<file path="config.mk">
export PLATFORM = sky130hd
export DESIGN_NAME = fetch_unit_flat
export DESIGN_NICKNAME = d
export VERILOG_FILES = /design/src/rtl/fetch_unit_pkg.sv /design/src/rtl/fetch_unit_if.sv /design/src/rtl/fetch_unit_pc_incr.sv /design/src/rtl/fetch_unit.sv /design/src/flat_wrapper.sv
export SDC_FILE = /design/constraint.sdc
export NUM_CORES = 1
export LEC_CHECK = 0
export CORE_MARGIN = 8
export CORE_UTILIZATION = 40
export CTS_CLUSTER_DIAMETER = 30
export DETAILED_ROUTE_END_ITERATION = 16
export PLACE_DENSITY = 0.74
export SLEW_MARGIN = 20
export SYNTH_ARGS = -nofsm -noshare
export SYNTH_HDL_FRONTEND = slang
export SYNTH_SLANG_ARGS = --single-unit
</file>
<file path="constraint.sdc">
create_clock -name in_clk -period 6.7 [get_ports in_clk]
set_input_delay 1.675 -clock in_clk [delete_from_list [all_inputs] [get_ports in_clk]]
set_output_delay 1.675 -clock in_clk [all_outputs]
set_load 0.005 [all_outputs]
</file>
<file path="src/rtl/fetch_unit_pkg.sv">
// Shared types and constants for the instruction fetch stage.
// State encoding, reset instruction and PC step size.
package fetch_pkg;

    typedef enum logic [1:0] {
        IDLE = 2'd0,
        REQ  = 2'd1,
        WAIT = 2'd2,
        FULL = 2'd3
    } fetch_state_e;

    localparam logic [31:0] NOP_INSTR = 32'h0000_0013;
    localparam logic [31:0] PC_STEP   = 32'd4;

    function automatic logic misaligned(input logic [31:0] addr);
        return addr[1:0] != 2'b00;
    endfunction

endpackage

</file>
<file path="src/rtl/fetch_unit_if.sv">
// Instruction memory request bus and decode handshake of the fetch stage.
// The fetch unit is the master; memory and decode sit on the slave side.
interface fetch_unit_if;

    logic        out_imem_req;
    logic [31:0] out_imem_addr;
    logic        in_imem_ready;
    logic [31:0] in_imem_rdata;
    logic        out_valid;
    logic [31:0] out_pc;
    logic [31:0] out_instr;
    logic        in_ready;

    modport master (
        output out_imem_req, out_imem_addr,
        output out_valid, out_pc, out_instr,
        input  in_imem_ready, in_imem_rdata, in_ready
    );

    modport slave (
        input  out_imem_req, out_imem_addr,
        input  out_valid, out_pc, out_instr,
        output in_imem_ready, in_imem_rdata, in_ready
    );

endinterface

</file>
<file path="src/rtl/fetch_unit_pc_incr.sv">
// PC + 4 incrementer as a half-adder ripple chain from gate primitives.
// Bits below the step bit pass through unchanged.
module pc_incr
    import fetch_pkg::*;
(
    input  logic [31:0] pc,
    output logic [31:0] pc_next
);

    localparam int SB = $clog2(PC_STEP);

    logic [31:SB] carry;

    assign pc_next[SB-1:0] = pc[SB-1:0];
    assign carry[SB] = 1'b1;

    genvar i;
    for (i = SB; i < 32; i++) begin : g_sum
        xor u_x (pc_next[i], pc[i], carry[i]);
    end
    for (i = SB; i < 31; i++) begin : g_carry
        and u_a (carry[i+1], pc[i], carry[i]);
    end

endmodule

</file>
<file path="src/rtl/fetch_unit.sv">
// Instruction fetch stage: PC, single-outstanding imem request, one-entry buffer.
// Optional FETCH_MISALIGN_TRAP_EN rejects misaligned redirects with a pulse.
module fetch_unit
    import fetch_pkg::*;
#(
    parameter logic [31:0] RESET_PC = 32'h0000_0000
) (
    input  logic         in_clk,
    input  logic         in_rst_n,
    input  logic         in_stall,
    input  logic         in_redirect_valid,
    input  logic [31:0]  in_redirect_pc,
    fetch_unit_if.master bus,
    output logic         out_misalign
);

    fetch_state_e state, state_n;

    logic [31:0] pc, pc_n, pc_inc, tgt;
    logic        cap, bad;

    pc_incr u_pc_incr (
        .pc      (pc),
        .pc_next (pc_inc)
    );

    assign tgt = in_redirect_pc & ~(PC_STEP - 32'd1);

`ifdef FETCH_MISALIGN_TRAP_EN
    assign bad = misaligned(in_redirect_pc);

    always_ff @(posedge in_clk or negedge in_rst_n) begin
        if (!in_rst_n) out_misalign <= 1'b0;
        else           out_misalign <= in_redirect_valid && bad;
    end
`else
    assign bad = 1'b0;
    assign out_misalign = 1'b0;
`endif

    assign bus.out_imem_req  = (state == REQ) && !in_stall;
    assign bus.out_imem_addr = pc;
    assign bus.out_valid     = (state == FULL);

    always_comb begin
        state_n = state;
        pc_n    = pc;
        cap     = 1'b0;
        if (in_redirect_valid) begin
            state_n = REQ;
            if (!bad) pc_n = tgt;
        end else begin
            unique case (state)
                IDLE: state_n = REQ;
                REQ: begin
                    if (bus.out_imem_req && bus.in_imem_ready)
                        state_n = WAIT;
                end
                WAIT: begin
                    cap     = 1'b1;
                    state_n = FULL;
                end
                FULL: begin
                    if (bus.in_ready) begin
                        pc_n    = pc_inc;
                        state_n = REQ;
                    end
                end
                default: state_n = IDLE;
            endcase
        end
    end

    always_ff @(posedge in_clk or negedge in_rst_n) begin
        if (!in_rst_n) begin
            state         <= IDLE;
            pc            <= RESET_PC;
            bus.out_pc    <= 32'h0;
            bus.out_instr <= NOP_INSTR;
        end else begin
            state <= state_n;
            pc    <= pc_n;
            if (cap) begin
                bus.out_pc    <= pc;
                bus.out_instr <= bus.in_imem_rdata;
            end
        end
    end

endmodule

</file>
<file path="src/flat_wrapper.sv">
// flat-port wrapper written by rule: the top's interface ports become plain ports
module fetch_unit_flat import fetch_pkg::*;
#(
    parameter logic [31:0] RESET_PC = 32'h0000_0000
)
  (in_clk, in_rst_n, in_stall, in_redirect_valid, in_redirect_pc, out_misalign, bus_out_imem_req, bus_out_imem_addr, bus_out_valid, bus_out_pc, bus_out_instr, bus_in_imem_ready, bus_in_imem_rdata, bus_in_ready);
  fetch_unit_if bus_i ();
  input  logic in_clk;
  input  logic in_rst_n;
  input  logic in_stall;
  input  logic in_redirect_valid;
  input  logic [31:0] in_redirect_pc;
  output logic out_misalign;
  output wire logic [$bits(bus_i.out_imem_req)-1:0] bus_out_imem_req;
  output wire logic [$bits(bus_i.out_imem_addr)-1:0] bus_out_imem_addr;
  output wire logic [$bits(bus_i.out_valid)-1:0] bus_out_valid;
  output wire logic [$bits(bus_i.out_pc)-1:0] bus_out_pc;
  output wire logic [$bits(bus_i.out_instr)-1:0] bus_out_instr;
  input wire logic [$bits(bus_i.in_imem_ready)-1:0] bus_in_imem_ready;
  input wire logic [$bits(bus_i.in_imem_rdata)-1:0] bus_in_imem_rdata;
  input wire logic [$bits(bus_i.in_ready)-1:0] bus_in_ready;
  assign bus_out_imem_req = bus_i.out_imem_req;
  assign bus_out_imem_addr = bus_i.out_imem_addr;
  assign bus_out_valid = bus_i.out_valid;
  assign bus_out_pc = bus_i.out_pc;
  assign bus_out_instr = bus_i.out_instr;
  assign bus_i.in_imem_ready = bus_in_imem_ready;
  assign bus_i.in_imem_rdata = bus_in_imem_rdata;
  assign bus_i.in_ready = bus_in_ready;
  fetch_unit #(.RESET_PC(RESET_PC)) u_core (.in_clk(in_clk), .in_rst_n(in_rst_n), .in_stall(in_stall), .in_redirect_valid(in_redirect_valid), .in_redirect_pc(in_redirect_pc), .bus(bus_i), .out_misalign(out_misalign));
endmodule
</file>
======== Word level (Yosys, flattened, before mapping) ========
Index checks and enable logic that the tools add are counted.
W data, S select, Z words.
storage, ports and cells
  register bits ........................... 98
  input port bits ......................... 70
  output and inout port bits .............. 99
  logic and storage cells ................. 85
operators by class
  equality and inequality tests ........... 5
  mux-type cells .......................... 9
  bitwise gates (word level) .............. 58
  reduce and logical (&&, ||, !) cells .... 8
operator list
  kind                  number
  $mux W32              3
  $xor A1 B1 Y1         29
  $and A1 B1 Y1         28
  $pmux W2 S4           1
  $mux W2               3
  $eq A2 B2 Y1 const B  2
  $reduce_and A2 Y1     2
  $reduce_bool A2 Y1    2
  $ne A3 B2 Y1 const B  1
  $ne A3 B3 Y1 const B  1
  $eq A2 B1 Y1 const B  1
  $logic_and A1 B1 Y1   2
  $logic_not A2 Y1      1
  $mux W1               2
  $logic_not A1 Y1      1
  $not A1 Y1            1

======== Depth between registers and ports, before layout ========
Gate-level depths: netlist of the first run.
  word-level depth ........................ 32
  gate-level depth with buffers ........... 31
  depth with buffers taken out ............ 31

======== Cells and area by module ========
A second synthesis of the first run with hierarchy kept.
second synthesis, totals
  cell total of the unflattened synthesis .. 327
  area total of the unflattened synthesis .. 4712.0 um^2
by module, submodules not included
  module      instances  cells each  area an instance (um^2)  sequential area each (um^2)
  fetch_unit  1          295         4334.2                   2456.1
  pc_incr     1          32          377.9                    0.0

======== Least setup slack after synthesis of the first run ========
OpenSTA, ideal clock, no wires.
  kind .................................... flip-flop to flip-flop
  start ................................... reg u_core.pc[2], in the netlist u_core.bus.out_imem_addr[2]
  end ..................................... reg u_core.pc[31], in the netlist u_core.bus.out_imem_addr[31]
  library setup time ...................... 0.125 ns
  arrival time ............................ 5.513 ns
  path slack .............................. 1.062 ns
  cell stages (with the launch flop) ...... 32
  path buffers ............................ 0
  cells stage by stage .................... dfrtp_1 -> ha_1 -> ha_1 -> ha_1 -> ha_1 -> ha_1 -> ha_1 -> ha_1 -> ha_1 -> ha_1 -> ha_1 -> ha_1 -> ha_1 -> ha_1 -> ha_1 -> ha_1 -> ha_1 -> ha_1 -> ha_1 -> ha_1 -> ha_1 -> ha_1 -> ha_1 -> ha_1 -> ha_1 -> ha_1 -> ha_1 -> ha_1 -> ha_1 -> nand3_1 -> xor2_1 -> o21ai_1
on the way
  cells in the longest elaborated chain, start to end .. 32
ends and longest elaborated chain
  what                          line                      text
  from (decl)                   fetch_unit.sv:19          logic [31:0] pc, pc_n, pc_inc, tgt;
  from (signal assigned)        fetch_unit.sv:82          pc <= pc_n;
  $and A1 B1 Y1 (28 in series)  fetch_unit_pc_incr.sv:22  and u_a (carry[i+1], pc[i], carry[i]);
  $xor A1 B1 Y1                 fetch_unit_pc_incr.sv:19  xor u_x (pc_next[i], pc[i], carry[i]);
  $mux W32                      fetch_unit.sv:64          if (bus.in_ready) begin
  $mux W32                      fetch_unit.sv:53          unique case (state)
  $mux W32                      fetch_unit.sv:49          if (in_redirect_valid) begin
No other way between the ends. The select of a mux whose other input is x is not followed.
A chain may end at the register's enable or synchronous reset.

======== Worst setup path in the final report of the first run ========
Ends and elaborated chain as after synthesis.

==> results of run 1 <==
where the power goes:
| part | internal (W) | switching [W] | leakage (nW) |
|---|---|---|---|
| Clock | 0.000363 | 0.000212 | 0.165 |
| Sequential | 0.000793 | 0.000154 | 1.20 |
| Combinational | 0.000671 | 0.000277 | 1.64 |
routing by layer:
metal	GRT usage, %	up-vias	wire length, um
li1	-	1402	-
met1	17.5	1440	4800
met2	23.3	96	5070
met3	4.09	9	763
met4	4.57	0	111
met5	0	-	0
through the flow:
step / util (%) / hold slack [ns] / std cells
after floorplan: - / 0.483 / 320
after CTS: 57.9 / 0.499 / 622
after global routing: 57.9 / 0.518 / 622
final: 57.9 / 0.494 / 622
after global placement: 54.9 / 0.468 / 606
after detailed placement: 54.9 / 0.484 / 606
state kept, by name, indices dropped and copies added (netlist names):
name,cells
u_core.bus.out_imem_addr,30
u_core.bus.out_instr,32
u_core.state,2
u_core.bus.out_pc,30
layout by cell type, fill, tap and decap left out:
master           synthesis  layout
o21ai_0                  1       1
nor2b_4                  0       1
nand2b_1                 1       1
inv_1                    3       3
buf_2                    8       1
o211ai_1                 1       1
nand2_1                 31      31
a21oi_4                  0       1
dfrtp_1                 91      91
nand3_1                  1       1
nor2_1                   2       2
dfstp_2                  3       3
mux2_1                   2       2
nor2b_1                  2       2
mux2_2                   1       1
bufinv_16                0       3
mux2_4                  60      60
conb_1                   1       5
clkdlybuf4s50_1          0     159
clkinvlp_4               0       1
xor2_1                   2       2
clkbuf_16                0       9
ha_1                    31      31
mux2i_1                 28      28
buf_4                    5       5
a21oi_1                  1       1
o21ai_1                 30      30
clkinv_2                 0       3
cell families (layout without fill, tap and decap cells):
kind of cell | after synthesis | after routing | synth area share (%)
AO/OA/AOI/OAI | 34 | 34 | 3.90
adder cells (fa/ha/maj) | 31 | 31 | 8.58
multiplexers | 91 | 91 | 26.9
AND/OR/NAND/NOR | 38 | 38 | 3.46
flip-flops | 94 | 94 | 52.1
XOR/XNOR | 2 | 2 | 0.388
other | 1 | 5 | 0.0830
buffers and inverters | 25 | 184 | 4.54
path summary, 6_finish.rpt:
kind,to,slack [ns],cells past startpoint
worst max register to register,u_core.bus.out_imem_addr[31],0.69,31
worst max-delay path,u_core.bus.out_imem_addr[31],0.69,31
max in group asynchronous,u_core.bus.out_imem_addr[5],4.27,2
worst min register to register,u_core.bus.out_pc[18],0.49,1
min in group asynchronous,u_core.bus.out_instr[31],1.32,1
worst min-delay path,u_core.bus.out_pc[18],0.49,1
final cells by class:
| cell class | count | area [um^2] |
|---|---|---|
| fillers | 938 | 4720 |
| flip-flops and latches | 94 | 2360 |
| multi-input cells | 201 | 1980 |
| repair buffers | 165 | 1630 |
| clock buffers | 9 | 225 |
| well taps | 143 | 179 |
| clock inverters | 7 | 113 |
| inverters | 3 | 11.3 |
==> impl_metrics.csv, run 1 <==
group,metric,value,unit
critical_path,worstSetupPathType,"flip-flop to flip-flop",
final_layout,area_growth,43.9,%
synthesis,synth_top_cell_area_share,50.4,%
final_layout,finish.net_count,575,
pwr,p_per_area,380,mW/mm^2
place,dp_hpwl,7880,um
pwr,vdd_drop_max,197,uV
place,place_area,0.00616,mm^2
sta,setup_viol,0,
clock_network,cts_buffers,9,
floorplan,start_util,40.3,%
routing,wire_per_inst,17.3,um
routing,drtPass1Iterations,4,
sta,relSlewSlack,41.4,%
pwr,p_leak,3.01,nW
synthesis,ys_top_cells_by_count,"91 x dfrtp_1, 60 x mux2_4, 31 x ha_1, 31 x nand2_1, 30 x o21ai_1",
worst_hold_path,hp-class,"flip-flop to flip-flop",
clock_network,cts_setup_buffers,0,
outcome,status,"finished clean",
floorplan,die_y,122,um
synthesis,synth-seq-cells,94,
routing,via_per_inst,4.74,
floorplan,core_area,0.0112,mm^2
sta,slew_violations,0,
clock_network,ctsHoldBuffers,0,
sta,tightest_slew,0.877,ns
synthesis,yosysTopAreaCell,"dfrtp_1",
synthesis,synth_warnings,0,
sta,fin_tns_setup,0,ns
routing,wl,10700,um
global_route,gr-usage-all-layers,14.1,%
routing,num_vias,2947,
sta,grt_setup_unrepaired,"no",
synthesis,netlist_top_cells_area,"dfrtp_1 50%, mux2_4 20%, ha_1 8.6%",
routing,drt-initial-drc-count,97,
sta,finalHoldViolCount,0,
sta,post-route-period-util,89.7,%
critical_path,critPathLaunchType,"flip-flop",
final_layout,diodes,0,
floorplan,design.portCount,169,
global_route,grt_pass1_vias,3185,
sta,finClkSkew,0.00814,ns
clock_network,cts.clk_slew.worst_paths,0.06,ns
critical_path,crit_arrival,6.20,ns
sta,fmax,166,MHz
floorplan,die_x,122,um
clock_network,cts_buffer_depth,2,
clock_network,cts_sinks,94,
synthesis,syn_area,0.00452,mm^2
global_route,grt_pass1_wl,16700,um
pwr,power,0.00247,W
synthesis,synth-main-ff-cell,"dfrtp_1",
final_layout,postLayoutCellArea,0.00650,mm^2
critical_path,required,6.89,ns
critical_path,r2r_start,"u_core.bus.out_imem_addr[2]",
routing,drcViolationCount,0,
place,gp_congestion,0.706,
synthesis,yosysMostFrequentCell,"dfrtp_1",
clock_network,cts_tree,"done",
critical_path,crit_slowest_cell,"dfrtp_1",
sta,setup_ws,0.691,ns
routing,postRouteAntennaNets,0,
critical_path,crit_start,"u_core.bus.out_imem_addr[2]",
floorplan,rows,39,
final_layout,drive_gt1_share,18.4,%
place,placement.io_buffers,161,
critical_path,crit_fanout,4,
clock_network,clock_latency,0.33,ns
synthesis,synth_edf_count,0,
floorplan,dieArea,0.0150,mm^2
synthesis,synth-seq-area-share,52.1,%
synthesis,synthArstFlopShare,100,%
global_route,overflow,0,
place,place_ws,0.697,ns
clock_network,cts_root_buf,"clkbuf_16",
critical_path,crit_top_cell,"ha_1",
clock_network,cts_resized,0,
critical_path,path_delay_family,"adder cells",
synthesis,synth_cells,316,
worst_hold_path,min_from,"u_core.bus.out_pc[18]",
global_route,antenna_found_initial,0,
job,maxCapViolCount,0,
critical_path,crit_path_end_kind,"flip-flop",
critical_path,worst_path_largest_cell_delay,0.42,ns
synthesis,avgSynthCellArea,14.3,um^2
synthesis,ys_types,26,
global_route,grt_max_degree,54,
sta,finalCriticalPeriod,6.01,ns
critical_path,critical_path_buf_inv_count,0,
clock_network,htreeDepth,3,
Note: power is estimated with default switching activity, not from simulation.
==> run 2, diff against run 1 <==
Settings changed: CORE_UTILIZATION 40 to 45, PLACE_DENSITY 0.74 to 0.81, SLEW_MARGIN 20 to not set.
Clock period 6.7 ns to 6.9 ns, I/O delays scaled along.
==> run 2 against run 1 <==
Against the previous run:
- combinational power decreased by 2%
- clock power fell by 33%
- total power down 9.1%
- critical endpoint unchanged
==> impl_metrics.csv, run 2 (synthesis gave the netlist of run 1 again) <==
group,metric,value,unit
sta,fmax,164,MHz
clock_network,cts_sinks,94,
global_route,grt_max_degree,61,
routing,wl,11500,um
clock_network,ctsHoldBuffers,0,
final_layout,area_growth,40.8,%
pwr,vdd_drop_max,149,uV
sta,finalHoldViolCount,0,
floorplan,start_util,46.2,%
critical_path,worst_path_largest_cell_delay,0.44,ns
final_layout,seq_area,0.00236,mm^2
sta,finClkSkew,0.0101,ns
final_layout,largest_reg_flops,32,
final_layout,final_cell_mix,"159 x clkdlybuf4s50_1, 91 x dfrtp_1, 60 x mux2_4",
pwr,pwr-share-clk,17.2,%
worst_hold_path,hp-class,"flip-flop to flip-flop",
floorplan,design.portCount,169,
outcome,status,"finished clean",
job,maxCapViolCount,0,
critical_path,crit_slowest_cell,"dfrtp_1",
pwr,comb_power_share,41.4,%
floorplan,rows,36,
place,placement.io_buffers,161,
critical_path,crit_path_end_kind,"flip-flop",
routing,wl_met2,5490,um
sta,fin_tns_setup,0,ns
critical_path,crit_arrival,6.32,ns
routing,top_layer,"met4",
final_layout,finish.net_count,575,
sta,finalCriticalPeriod,6.11,ns
floorplan,core_area,0.00977,mm^2
sta,relSlewSlack,43.6,%
global_route,grt_pass1_wl,18000,um
clock_network,cts_resized,0,
critical_path,worstSetupPathType,"flip-flop to flip-flop",
pwr,p_seq_share,41.4,%
pwr,switching_share,27.8,%
clock_network,cts_tree,"done",
clock_network,cts_root_buf,"clkbuf_8",
pwr,p_per_area,353,mW/mm^2
final_layout,final.fill_count,741,
place,gp_congestion,0.794,
global_route,grt_pass1_vias,3430,
sta,tightest_slew,0.845,ns
global_route,overflow,0,
routing,drtPass1Iterations,6,
final_layout,layout_commonest_cell,"clkdlybuf4s50_1",
sta,grt_setup_unrepaired,"no",
routing,via_per_inst,4.97,
pwr,p_switching,0.000625,W
clock_network,htreeDepth,3,
critical_path,critPathLaunchType,"flip-flop",
floorplan,dieArea,0.0135,mm^2
pwr,intPower,0.00162,W
pwr,p_leak,2.95,nW
sta,post-route-period-util,88.5,%
final_layout,regMostFlops,"u_core.bus.out_instr",
critical_path,required,7.11,ns
routing,drcViolationCount,0,
global_route,antenna_found_initial,0,
final_layout,fin_util,65.1,%
routing,wire_per_inst,18.7,um
final_layout,diodes,0,
clock_network,cts_buffers,9,
sta,slew_violations,0,
floorplan,die_x,116,um
routing,postRouteAntennaNets,0,
clock_network,cts_setup_buffers,0,
clock_network,cts_buffer_depth,2,
clock_network,clock_latency,0.36,ns
sta,setup_viol,0,
final_layout,multiInputGateArea,0.00198,mm^2
routing,drt-initial-drc-count,95,
routing,num_vias,3041,
final_layout,drive_gt1_share,18.0,%
final_layout,instances_no_fill,612,
clock_network,cts.clk_slew.worst_paths,0.09,ns
place,dp_hpwl,8660,um
floorplan,die_y,116,um
critical_path,crit_top_cell,"ha_1",
global_route,gr-usage-all-layers,17.3,%
critical_path,crit_fanout,4,
place,placedCellCount,596,
routing,wl_met1,4790,um
routing,wl_met3,1030,um
[run 2: cell types whose count changed in the layout (fill, tap and decap cells not counted), sizes merged]
| cell | delta |
|---|---|
| bufinv | -2 |
| clkinvlp | -1 |
| clkbuf | +5 |
| clkinv | -2 |
[run 2: path summary, 6_finish.rpt]
check,startpoint,end,slack (ns),depth (start not counted)
min,u_core.bus.out_pc[17],u_core.bus.out_pc[17],0.50,1
max reg2reg,u_core.bus.out_imem_addr[2],u_core.bus.out_imem_addr[31],0.79,31
min reg2reg,u_core.bus.out_pc[17],u_core.bus.out_pc[17],0.50,1
max,u_core.bus.out_imem_addr[2],u_core.bus.out_imem_addr[31],0.79,31
max in group asynchronous,in_rst_n,u_core.bus.out_imem_addr[9],4.45,2
min in group asynchronous,in_rst_n,u_core.bus.out_pc[4],1.30,1
[run 2: power by group through the flow]
stage          sequential [W]  clock [W]  combinational [W]
2_1_floorplan        0.000929          0           0.000361
3_3_place_gp         0.000916          0           0.000916
3_5_place_dp         0.000940          0           0.000943
4_1_cts              0.000933   0.000394           0.000951
5_1_grt              0.000959   0.000415            0.00101
6_report             0.000928   0.000386           0.000930
[run 2: metal layers]
layer | vias up | GRT usage [%]
met1 | 1501 | 19.7
li1 | 1406 | -
met5 | - | 0
met3 | 13 | 5.53
met2 | 121 | 29.9
met4 | 0 | 5.96
[run 2: critical path, delay by kind of cell, from the launching register on]
family          cells  cell delay, ns
simple gates        1            0.09
compound gates      1            0.08
flops               1            0.44
fa+ha+maj          28            5.19
xor+xnor            1            0.17
[run 2: stage by stage]
| stage | instance area [um^2] | worst slack (ns) | power, W | hold WS [ns] |
|---|---|---|---|---|
| 2_1_floorplan | 4530 | 1.26 | 0.00129 | 0.483 |
| 3_3_place_gp | 6150 | 0.926 | 0.00183 | 0.468 |
| 3_5_place_dp | 6150 | 0.790 | 0.00188 | 0.479 |
| 4_1_cts | 6360 | 0.740 | 0.00228 | 0.504 |
| 5_1_grt | 6360 | 0.483 | 0.00238 | 0.531 |
| 6_report | 6360 | 0.792 | 0.00224 | 0.501 |
[run 2: area by class of cell]
cell class,instances,share of cell area (%)
Timing Repair Buffer,165,25.7
Inverter,3,0.177
Sequential cell,94,37.0
Multi-Input combinational cell,201,31.2
Tap cell,133,2.62
Clock inverter,2,0.610
Clock buffer,14,2.71
==> run 3, diff against run 2 <==
Settings changed: CORE_UTILIZATION 45 to 52, DONT_BUFFER_PORTS set to 1, PLACE_DENSITY 0.81 to 0.67.
==> run 3 against run 2 <==
Against the previous run:
- design area decreased by 26%
- cell count decreased by 31%
- fmax increased by 1.2%
- routed wire length decreased by 21%
- clock power decreased by 9.8%
- clock skew increased by 0.0034 ns
- sequential power increased by 6.5%
- count of clock-buffer cells in the layout decreased by 4
- global-route usage decreased by 2.6 points
- first-iteration DRC count decreased by 39%
- register-to-register slack improved by 0.07 ns
- combinational power decreased by 58%
==> impl_metrics.csv, run 3 (synthesis gave the netlist of run 1 again) <==
group,metric,value,unit
final_layout,regMostFlops,"u_core.bus.out_instr",
critical_path,worstSetupEndpoint,"u_core.bus.out_imem_addr[31]",
routing,drt-initial-drc-count,58,
final_layout,largest_reg_flops,32,
sta,slew_violations,0,
floorplan,die_y,109,um
clock_network,cts_buffers,9,
critical_path,crit_path_end_kind,"flip-flop",
global_route,overflow,0,
routing,wire_per_inst,21.5,um
critical_path,critPathLaunchType,"flip-flop",
sta,relSlewSlack,25.6,%
floorplan,design.portCount,169,
floorplan,dieArea,0.0119,mm^2
routing,via_per_inst,5.45,
sta,fmax,166,MHz
place,gp_congestion,0.676,
place,placement.io_buffers,0,
final_layout,area_growth,3.79,%
sta,finalCriticalPeriod,6.04,ns
pwr,p_per_area,369,mW/mm^2
critical_path,crit_top_cell,"ha_1",
floorplan,start_util,52.6,%
clock_network,cts_setup_buffers,0,
critical_path,crit_arrival,6.27,ns
sta,fin_tns_setup,0,ns
pwr,p_leak,2.32,nW
critical_path,crit_fanout,4,
routing,drtPass1Iterations,4,
critical_path,worst_path_largest_cell_delay,0.46,ns
critical_path,critical_path_buf_inv_count,0,
place,dp_hpwl,6410,um
place,place_area,0.00450,mm^2
clock_network,clock_latency,0.35,ns
pwr,vdd_drop_max,171,uV
global_route,grt_max_degree,95,
routing,wl,9120,um
sta,finClkSkew,0.0135,ns
sta,post-route-period-util,87.5,%
final_layout,seq_area,0.00236,mm^2
critical_path,reg2reg_depth,31,
floorplan,rows,34,
outcome,status,"finished clean",
clock_network,cts_root_buf,"clkbuf_8",
critical_path,rr_endpoint,"u_core.bus.out_imem_addr[31]",
global_route,grt_pass1_vias,2517,
final_layout,diodes,0,
critical_path,crit_start,"u_core.bus.out_imem_addr[2]",
final_layout,layout_commonest_cell,"dfrtp_1",
sta,holdWs,0.536,ns
sta,grt_setup_unrepaired,"no",
routing,num_vias,2309,
final_layout,multiInputGateArea,0.00198,mm^2
routing,postRouteAntennaNets,0,
clock_network,cts_buffer_depth,2,
final_layout,drive_gt1_share,26.6,%
final_layout,final.fill_count,700,
sta,finalHoldViolCount,0,
floorplan,core_area,0.00859,mm^2
routing,drcViolationCount,0,
clock_network,ctsHoldBuffers,0,
global_route,grt_pass1_wl,13800,um
clock_network,cts_tree,"done",
critical_path,path_delay_family,"adder cells",
final_layout,postLayoutCellArea,0.00469,mm^2
sta,setup_ws,0.862,ns
worst_hold_path,hp-class,"flip-flop to flip-flop",
clock_network,cts.clk_slew.worst_paths,0.09,ns
clock_network,htreeDepth,3,
critical_path,r2r_start,"u_core.bus.out_imem_addr[2]",
sta,tightest_slew,1.12,ns
sta,setup_viol,0,
final_layout,finish.net_count,412,
critical_path,worstSetupPathType,"flip-flop to flip-flop",
global_route,antenna_found_initial,0,
floorplan,die_x,109,um
final_layout,final_cell_mix,"91 x dfrtp_1, 60 x mux2_4, 31 x nand2_1, 31 x ha_1, 30 x o21ai_1",
critical_path,rrSetupSlack,0.86,ns
critical_path,crit_slowest_cell,"dfrtp_1",
clock_network,cts_resized,0,
clock_network,cts_sinks,94,
place,place_ws,0.866,ns
final_layout,fin_util,54.6,%
critical_path,path_depth,31,
job,maxCapViolCount,0,
global_route,gr-usage-all-layers,14.7,%
critical_path,required,7.13,ns
## run 3: changes by cell type in the layout (fill, tap and decap cells not counted)
cell,delta
clkdlybuf4s50_1,-159
inv_6,+4
buf_4,-3
clkbuf_1,-2
clkbuf_8,-2
clkinvlp_4,+2
buf_2,-1
bufinv_16,-1
clkinv_4,-1
## run 3: area by class of cell
type	instances	area share (%)
Clock buffer	10	2.93
Multi-Input combinational cell	201	42.3
Tap cell	108	2.88
Inverter	3	0.240
Clock inverter	6	1.07
Sequential cell	94	50.2
Timing Repair Buffer	2	0.320
## run 3: report_power, final
part           internal (W)  switching, W  total, W
registers          0.000770      0.000219  0.000988
clock network      0.000146      0.000201  0.000348
logic              0.000270      0.000122  0.000393
## run 3: worst min path at each step
stage	startpoint	end	slack (ns)	cells after the start
after floorplan	u_core.bus.out_pc[17]	u_core.bus.out_pc[17]	0.48	1
after global placement	u_core.bus.out_pc[18]	u_core.bus.out_pc[18]	0.51	1
after detailed placement	u_core.bus.out_pc[18]	u_core.bus.out_pc[18]	0.52	1
after CTS	u_core.bus.out_pc[18]	u_core.bus.out_pc[18]	0.54	1
after global routing	u_core.bus.out_pc[18]	u_core.bus.out_pc[18]	0.57	1
final	u_core.bus.out_pc[18]	u_core.bus.out_pc[18]	0.54	1
## run 3: stage by stage
step | instances | total power, W
6_report | 424 | 0.00173
5_1_grt | 424 | 0.00184
4_1_cts | 424 | 0.00176
3_5_place_dp | 408 | 0.00140
3_3_place_gp | 408 | 0.00138
2_1_floorplan | 320 | 0.00129
## run 3: routing by layer
| layer | wire length (um) | part of all wire, % | GRT usage, % | up-vias |
|---|---|---|---|---|
| li1 | - | - | - | 1074 |
| met1 | 3620 | 40 | 17.5 | 1131 |
| met2 | 4380 | 48 | 24.7 | 97 |
| met3 | 1060 | 12 | 5.56 | 7 |
| met4 | 58 | 0.64 | 3.76 | 0 |
| met5 | 0 | 0 | 0 | - |
